<file path="src/rtl/axis_input_dma_sequencer.sv">
// Layer scheduler for the input stage: issues one pixel/weight MM2S command
// pair per weight iteration and tracks tlast completion of both streams.
module axis_input_dma_sequencer #(
    parameter int ADDR_WIDTH = 32,
    parameter int BTT_WIDTH  = 23,
    parameter int ITR_WIDTH  = 10
) (
    input  logic                  aclk,
    input  logic                  aresetn,
    input  logic                  cfg_valid,
    output logic                  cfg_ready,
    input  logic [ITR_WIDTH-1:0]  cfg_itrs,
    input  logic [ADDR_WIDTH-1:0] cfg_px_addr,
    input  logic [BTT_WIDTH-1:0]  cfg_px_bytes,
    input  logic [ADDR_WIDTH-1:0] cfg_w_addr,
    input  logic [BTT_WIDTH-1:0]  cfg_w_bytes,
    output logic                  m_px_cmd_valid,
    input  logic                  m_px_cmd_ready,
    output logic [ADDR_WIDTH-1:0] m_px_cmd_addr,
    output logic [BTT_WIDTH-1:0]  m_px_cmd_bytes,
    output logic                  m_w_cmd_valid,
    input  logic                  m_w_cmd_ready,
    output logic [ADDR_WIDTH-1:0] m_w_cmd_addr,
    output logic [BTT_WIDTH-1:0]  m_w_cmd_bytes,
    input  logic                  px_last_hs,
    input  logic                  w_last_hs,
    output logic                  busy,
    output logic [ITR_WIDTH-1:0]  itr_count,
    output logic                  done,
    output logic                  err_stray_last
);

    typedef enum logic [1:0] {
        S_IDLE,
        S_ISSUE,
        S_WAIT,
        S_DONE
    } state_t;

    state_t state;
    state_t state_nx;

    logic [ITR_WIDTH-1:0]  itrs_r;
    logic [ADDR_WIDTH-1:0] px_addr_r;
    logic [BTT_WIDTH-1:0]  px_bytes_r;
    logic [ADDR_WIDTH-1:0] w_addr_r;
    logic [BTT_WIDTH-1:0]  w_bytes_r;
    logic                  px_valid_r;
    logic                  w_valid_r;
    logic                  px_done;
    logic                  w_done;
    logic                  done_r;
    logic                  err_r;

    logic px_hs;
    logic w_hs;
    logic last_itr;
    logic enter_issue;
    logic next_itr;
    logic stray;

    assign px_hs = px_valid_r & m_px_cmd_ready;
    assign w_hs  = w_valid_r & m_w_cmd_ready;

    // Full-width compare so cfg_itrs = 2^ITR_WIDTH-1 terminates correctly
    assign last_itr = (itr_count == (itrs_r - ITR_WIDTH'(1)));

    always_comb begin
        state_nx = state;
        unique case (state)
            S_IDLE: begin
                if (cfg_valid) begin
                    if (cfg_itrs == '0) begin
                        state_nx = S_DONE;
                    end else begin
                        state_nx = S_ISSUE;
                    end
                end
            end
            S_ISSUE: begin
                if ((!px_valid_r || m_px_cmd_ready) &&
                    (!w_valid_r || m_w_cmd_ready)) begin
                    state_nx = S_WAIT;
                end
            end
            S_WAIT: begin
                if (px_done && w_done) begin
                    state_nx = last_itr ? S_DONE : S_ISSUE;
                end
            end
            S_DONE: begin
                state_nx = S_IDLE;
            end
            default: begin
                state_nx = S_IDLE;
            end
        endcase
    end

    assign enter_issue = (state_nx == S_ISSUE) && (state != S_ISSUE);
    assign next_itr    = (state == S_WAIT) && (state_nx == S_ISSUE);

    always_comb begin
        stray = 1'b0;
        if ((state == S_IDLE) || (state == S_DONE)) begin
            stray = px_last_hs | w_last_hs;
        end else if (state == S_WAIT) begin
            stray = (px_last_hs & px_done) | (w_last_hs & w_done);
        end
    end

    always_ff @(posedge aclk) begin
        if (!aresetn) begin
            state      <= S_IDLE;
            itrs_r     <= '0;
            px_addr_r  <= '0;
            px_bytes_r <= '0;
            w_addr_r   <= '0;
            w_bytes_r  <= '0;
            itr_count  <= '0;
            px_valid_r <= 1'b0;
            w_valid_r  <= 1'b0;
            px_done    <= 1'b0;
            w_done     <= 1'b0;
            done_r     <= 1'b0;
            err_r      <= 1'b0;
        end else begin
            state  <= state_nx;
            done_r <= (state == S_DONE);

            if ((state == S_IDLE) && cfg_valid) begin
                itrs_r     <= cfg_itrs;
                px_addr_r  <= cfg_px_addr;
                px_bytes_r <= cfg_px_bytes;
                w_addr_r   <= cfg_w_addr;
                w_bytes_r  <= cfg_w_bytes;
                itr_count  <= '0;
            end

            // Pixel image is re-read in place; only weights walk forward
            if (next_itr) begin
                itr_count <= itr_count + ITR_WIDTH'(1);
                w_addr_r  <= w_addr_r + ADDR_WIDTH'(w_bytes_r);
            end

            if (enter_issue) begin
                px_valid_r <= 1'b1;
                w_valid_r  <= 1'b1;
            end else begin
                if (px_hs) begin
                    px_valid_r <= 1'b0;
                end
                if (w_hs) begin
                    w_valid_r <= 1'b0;
                end
            end

            if (enter_issue) begin
                px_done <= 1'b0;
                w_done  <= 1'b0;
            end else if ((state == S_ISSUE) || (state == S_WAIT)) begin
                if (px_last_hs) begin
                    px_done <= 1'b1;
                end
                if (w_last_hs) begin
                    w_done <= 1'b1;
                end
            end

            if (stray) begin
                err_r <= 1'b1;
            end
        end
    end

    assign cfg_ready      = (state == S_IDLE);
    assign busy           = (state != S_IDLE);
    assign done           = done_r;
    assign err_stray_last = err_r;
    assign m_px_cmd_valid = px_valid_r;
    assign m_px_cmd_addr  = px_addr_r;
    assign m_px_cmd_bytes = px_bytes_r;
    assign m_w_cmd_valid  = w_valid_r;
    assign m_w_cmd_addr   = w_addr_r;
    assign m_w_cmd_bytes  = w_bytes_r;

endmodule

</file>
<file path="config.mk">
export PLATFORM = sky130hd
export DESIGN_NAME = axis_input_dma_sequencer
export DESIGN_NICKNAME = d
export VERILOG_FILES = /design/src/rtl/axis_input_dma_sequencer.sv
export SDC_FILE = /design/constraint.sdc
export NUM_CORES = 1
export LEC_CHECK = 0
export BUFFER_PORTS_ARGS = -buffer_cell sky130_fd_sc_hd__buf_4
export CAP_MARGIN = 20
export CORE_ASPECT_RATIO = 1.25
export CORE_MARGIN = 1
export CORE_UTILIZATION = 50
export CTS_CLUSTER_DIAMETER = 60
export DETAILED_ROUTE_END_ITERATION = 7
export HOLD_SLACK_MARGIN = 0.08
export PLACE_DENSITY = 0.8
export SYNTH_ARGS = -nofsm -noshare
export SYNTH_HDL_FRONTEND = slang
export SYNTH_SLANG_ARGS = --single-unit
</file>
<file path="constraint.sdc">
create_clock -name aclk -period 3.2 [get_ports aclk]
set_input_delay 0.16 -clock aclk [delete_from_list [all_inputs] [get_ports aclk]]
set_output_delay 0.16 -clock aclk [all_outputs]
set_load 0.01 [all_outputs]
</file>
==> metrics.yaml, run 1 <==
outcome:
  outcome: "finished, final reports clean"
clock_network:
  insertion_delay_ps: 420
  numClockSinks: 138
  clk_pin_slew_ps: 60
  cts_buffers: 17
  clock_path_buffers: 2
  htreeDepth: 4
  postCtsSetupBuffers: 0
  cts_root_buffer: "clkbuf_16"
  tritoncts: "built"
die:
  die_x_um: 109
  start_util: 0.514
  io_pins: 253
  die_h_um: 135
  num_rows: 48
  core_um2: 13800
  die-area_um2: 14700
sta:
  min_period_ps: 2940
  rsz0062_at_grt: "no"
  finalClockSkew_ps: 9.44
  worst_pin_slew_ps: 843
  hold_violations: 0
  finalCritPeriodShare: 0.919
  slew_headroom: 0.438
  fin_tns_setup_ps: 0
  fmax_mhz: 340
  fin_ws_ps: 260
  setup-violations-final: 0
  hold_ws_ps: 103
  maxSlewViolCount: 0
layout:
  most-common-layout-cells: "nand2_1, buf_4, dfxtp_1"
  final_area_um2: 10900
  drive_gt1_frac: 0.252
  multi_input_area_um2: 4040
  final_cells: 1448
  nets: 1416
  final_common_cell: "nand2_1"
  seq_area_um2: 2760
  n_fill_cell: 936
  syn_to_final_growth_pct: 52.7
drt:
  viasPerCell: 5.55
  ant_nets: 0
  wl_per_cell_um: 16.8
  dr_total_vias: 8033
  first_pass_iters: 5
  drt_iter0_drc: 543
  drc: 0
  drt-total-wl_mm: 24.3
global_route:
  overflow: 0
  grt_pass1_wl_mm: 37.5
  grt_use_total: 0.324
  grt_max_degree: 101
  grt_pass1_vias: 7781
  antenna_found_initial: 0
place:
  dp.cells: 1302
  post-place-ws_ps: 253
  dp_hpwl_mm: 14.8
  port_buffers: 252
  place.gp.congestion: 0.904
  placed_cell_area_um2: 9100
synthesis:
  syn-num-nets: 1075
  synth.distinct_cells: 67
  synth_ff_type: "dfxtp_1"
  ys_ff_latch: 138
  ys_seq_area_frac: 0.389
  avgSynthCellArea_um2: 7.74
  syn_inst: 918
  yosys_warnings: 0
  synth.cell_area_um2: 7110
  synthArstFlopShare: 0
  synth_edf_count: 0
critical_path:
  critPathMaxStageDelay_ps: 460
  path_cells: "ha_1 > a21oi_1 > nand4b_1 > a21boi_0 > a2111oi_0 > buf_4 > o32a_1 > or3_1 > a21o_1 > a31oi_1"
  crit_path_end_kind: "flop"
  crit_slowest_cell: "a21boi_0"
  arrival_ps: 3280
  worst_ep_required_time_ps: 3540
  critPathLaunchType: "flop"
  worstPathMaxFanout: 6
  path_class: "reg -> reg"
power:
  swShare: 0.391
  pwr-share-clk: 0.258
  p_comb_frac: 0.430
  power_switching_mw: 3.07
  p_per_area_nw_per_um2: 725
  peakVddDrop_v: 0.000919
  power.internal_mw: 4.79
  seqPwrFrac: 0.311
  leakage_nw: 4.83
flow_run:
  cap_violations: 0
min_path:
  hp-class: "in -> reg"
-- stage by stage --
step / power, mW / util
after detailed placement: 5.65 / 0.659
after global placement: 5.59 / 0.659
after floorplan: 4.46 / -
after CTS: 7.81 / 0.785
final: 7.87 / 0.786
after global routing: 8.32 / 0.785
-- area by class of cell --
class / count / area share
Clock inverter: 13 / 0.0145
Sequential cell: 138 / 0.255
Tap cell: 175 / 0.0202
Timing Repair Buffer: 376 / 0.290
Inverter: 18 / 0.00646
Multi-Input combinational cell: 708 / 0.373
Antenna cell: 1 / 0.000231
Clock buffer: 19 / 0.0417
-- final timing paths --
kind | startpoint | endpoint | slack (ps) | cells past startpoint
hold / removal | cfg_w_addr[29] | m_w_cmd_addr[29] | 100 | 3
setup reg to reg | m_w_cmd_bytes[1] | m_w_cmd_addr[31] | 260 | 10
setup / recovery | m_w_cmd_bytes[1] | m_w_cmd_addr[31] | 260 | 10
hold reg to reg | m_px_cmd_bytes[16] | m_px_cmd_bytes[16] | 450 | 2
-- flip-flops by register name, summed over array words and instances, names as in the netlist --
name            flops
m_px_cmd_addr      32
m_w_cmd_addr       32
m_px_cmd_bytes     23
m_w_cmd_bytes      23
itr_count          10
itrs_r             10
state               2
done                1
err_stray_last      1
m_px_cmd_valid      1
m_w_cmd_valid       1
px_done             1
w_done              1
-- power groups by stage --
stage               Clock, mW  Combinational, mW  Sequential, mW
floorplan                   0               1.92            2.54
global route             2.13               3.70            2.49
detailed placement          0               3.18            2.47
finish                   2.03               3.38            2.45
CTS                      2.06               3.32            2.44
global placement            0               3.13            2.46
-- cells by family (layout without fill, tap and decap cells) --
group / after synthesis / in the layout / share of synthesized area
AO/OA/AOI/OAI: 237 / 237 / 0.217
flip-flops: 138 / 138 / 0.389
buffers and inverters: 72 / 426 / 0.0442
adder cells (fa/ha/maj): 30 / 30 / 0.0539
other: 0 / 1 / 0
multiplexers: 2 / 2 / 0.00282
XOR/XNOR: 37 / 37 / 0.0456
AND/OR/NAND/NOR: 402 / 402 / 0.247
-- layer usage --
layer  part of all wire  track usage  wire (um)
met1               0.39        0.370       9430
met2               0.51        0.559      12500
met3              0.056       0.0750       1350
met4              0.042        0.165       1020
met5                  0            0          0
-- worst max-delay path, delay by kind of cell, from the launching register on --
family / cells / cell delay (ps)
DFF: 1 / 340
buffers and inverters: 1 / 180
and+or+nand+nor: 2 / 600
AOI/OAI and AO/OA: 6 / 1480
adders and majority gates: 1 / 280
-- cells in the mapped netlist (all sizes together) (5+ instances only) --
cell	count	area share
buf	11	0.012
a211oi	7	0.0074
ha	29	0.051
nand4	5	0.0044
and2	9	0.0079
xor2	15	0.018
a311oi	14	0.025
o21a	6	0.0063
nand2	266	0.14
and3	14	0.012
inv	17	0.0090
a21o	9	0.0095
o21ai	24	0.017
nand3	23	0.017
nor2	44	0.023
o211a	6	0.0085
dfxtp	138	0.39
xnor2	22	0.027
nor3	9	0.0070
a31oi	14	0.012
a21oi	122	0.086
clkbuf	43	0.023
o31a	7	0.0086
nor2b	6	0.0063
-- timing repair --
| item | in CTS | in global routing |
|---|---|---|
| gates resized for setup | 0 | 1 |
| endpoints found under the hold margin | 114 | 0 |
| endpoints found under the setup margin | 0 | 1 |
| hold buffers | 113 | 0 |
No activity file was read; power rests on OpenSTA's default activity.
==> inputs of run 2 (changes only) <==
--- a/config.mk
+++ b/config.mk
@@ -10,10 +10,10 @@
 export CORE_ASPECT_RATIO = 1.25
 export CORE_MARGIN = 1
 export CORE_UTILIZATION = 50
-export CTS_CLUSTER_DIAMETER = 60
 export DETAILED_ROUTE_END_ITERATION = 7
 export HOLD_SLACK_MARGIN = 0.08
 export PLACE_DENSITY = 0.8
+export REMOVE_ABC_BUFFERS = 1
 export SYNTH_ARGS = -nofsm -noshare
 export SYNTH_HDL_FRONTEND = slang
 export SYNTH_SLANG_ARGS = --single-unit
==> metrics.yaml, run 2 (synthesis gave the netlist of run 1 again) <==
die:
  num_rows: 48  # unchanged
  die-area_um2: 14700  # unchanged
  core_um2: 13800  # unchanged
  start_util: 0.514  # unchanged
  die_h_um: 135  # unchanged
  die_x_um: 109  # unchanged
  io_pins: 253  # unchanged
sta:
  fmax_mhz: 336  # -1.3%
  finalClockSkew_ps: 6.66  # -2.78 ps
  hold_ws_ps: 101  # -1.64 ps
  setup-violations-final: 0  # unchanged
  worst_pin_slew_ps: 896  # +52.9 ps
  finalCritPeriodShare: 0.931  # +0.0121
  maxSlewViolCount: 0  # unchanged
  slew_headroom: 0.403  # -0.0353
  hold_violations: 0  # unchanged
  min_period_ps: 2980  # +38.6 ps
  rsz0062_at_grt: "no"
global_route:
  grt_max_degree: 78  # -23%
  overflow: 0  # unchanged
  grt_pass1_vias: 8093  # +4.0%
  antenna_found_initial: 1  # +1
  grt_use_total: 0.341  # +0.0164
  grt_pass1_wl_mm: 39.1  # +4.1%
layout:
  nets: 1415  # -0.071%
  final_cells: 1445  # -0.21%
  final_area_um2: 10800  # -0.82%
  drive_gt1_frac: 0.254  # +0.00138
  most-common-layout-cells: "nand2_1, buf_4, dfxtp_1"
  syn_to_final_growth_pct: 51.5
  final_common_cell: "nand2_1"
flow_run:
  cap_violations: 0  # unchanged
outcome:
  outcome: "finished, final reports clean"
drt:
  first_pass_iters: 6  # +1
  wl_per_cell_um: 17.5  # +4.2%
  drt_iter0_drc: 480  # -12%
  ant_nets: 0  # unchanged
  viasPerCell: 5.59  # +0.71%
  drt-total-wl_mm: 25.2  # +4.0%
  drc: 0  # unchanged
  dr_total_vias: 8073  # +0.50%
power:
  p_per_area_nw_per_um2: 716  # -1.2%
  leakage_nw: 4.81  # -0.57%
  peakVddDrop_v: 0.000498  # -46%
  power.total_mw: 7.71  # -2.0%
critical_path:
  path_cells: "inv_1 > ha_1 > or4b_4 > nor3_2 > o21ai_2 > a2111oi_4 > o2111ai_2 > nand2b_2 > buf_12 > nand3_2 > o221ai_1"
  path_buf_inv: 2  # +1
  critPathMaxStageDelay_ps: 510  # +50 ps
  crit_path_end_kind: "flop"
  critPathLaunchType: "flop"
  cp_top_family: "simple AND/OR/NAND/NOR gates"
  worst_ep_required_time_ps: 3540  # about the same
  crit_slowest_cell: "or4b_4"
  arrival_ps: 3320  # +40 ps
  worstPathMaxFanout: 30  # +24
  path_class: "reg -> reg"
clock_network:
  cts_root_buffer: "clkbuf_16"
  clk_pin_slew_ps: 60  # about the same
  postCtsSetupBuffers: 0  # unchanged
  cts_buffers: 17  # unchanged
  numClockSinks: 138  # unchanged
  insertion_delay_ps: 420  # about the same
  htreeDepth: 4  # unchanged
  tritoncts: "built"
  clock_path_buffers: 2  # unchanged
place:
  placed_cell_area_um2: 9090  # -0.11%
  place.gp.congestion: 0.927  # +2.5%
  port_buffers: 252  # unchanged
  dp.cells: 1304  # +0.15%
  dp_hpwl_mm: 14.8  # +0.19%
min_path:
  hp-class: "in -> reg"
-- run 2: cell types whose count changed in the layout (fill, tap and decap cells not counted), sizes merged --
cell / before / now
inv: 23 / 19
bufinv: 2 / 1
clkbuf: 19 / 20
clkinv: 3 / 7
clkinvlp: 3 / 2
dlygate4sd3: 113 / 109
buf: 263 / 265
-- run 2: layer usage --
layer  up-vias  track usage  wire length, um
met5         -            0                0
met2       392        0.598            12600
met4         0        0.176             1090
met1      3732        0.376             9700
met3        96       0.0837             1810
li1       3853            -                -
-- run 2: worst paths after layout --
check | endpoint | depth (start not counted) | slack, ps | start
worst max-delay path | itr_count[8] | 11 | 220 | itrs_r[0]
worst min-delay path | m_w_cmd_addr[1] | 4 | 100 | cfg_w_addr[1]
worst max register to register | itr_count[8] | 11 | 220 | itrs_r[0]
worst min register to register | m_px_cmd_addr[15] | 2 | 460 | m_px_cmd_addr[15]
-- run 2: final cells by class --
| type | instances | area (um2) |
|---|---|---|
| fill | 936 | 3050 |
| inverter | 18 | 70.1 |
| tap | 175 | 219 |
| antenna | 1 | 2.50 |
| clock buffer | 19 | 443 |
| sequential | 138 | 2760 |
| clock inverter | 11 | 100 |
| timing repair buffer | 375 | 3120 |
| multi-input combinational | 708 | 4050 |
-- run 2: per-stage QoR --
| step | setup slack, ps | setup TNS [ps] | util |
|---|---|---|---|
| final | 222 | 0 | 0.779 |
| after global routing | 48.4 | 0 | 0.779 |
| after CTS | 70.9 | 0 | 0.777 |
| after detailed placement | 184 | 0 | 0.658 |
| after global placement | 271 | 0 | 0.658 |
| after floorplan | -1560 | -49600 | - |
-- run 2: what timing repair did --
action,CTS,global route
hold buffers,109,0
gates resized for setup,0,2
setup endpoints to repair,0,7
hold endpoints to repair,109,0
-- run 2: report_power, final --
| part | total, mW | switching, mW | internal (mW) |
|---|---|---|---|
| Combinational | 3.41 | 1.93 | 1.48 |
| Sequential | 2.46 | 0.352 | 2.11 |
| Clock | 1.84 | 0.764 | 1.08 |
| Total | 7.71 | 3.05 | 4.66 |
-- run 2: tightest hold or removal path: cells and delay by family --
family / cells / cell delay, ps
compound gates: 1 / 70
buf+inv: 1 / 80
simple gates: 2 / 180
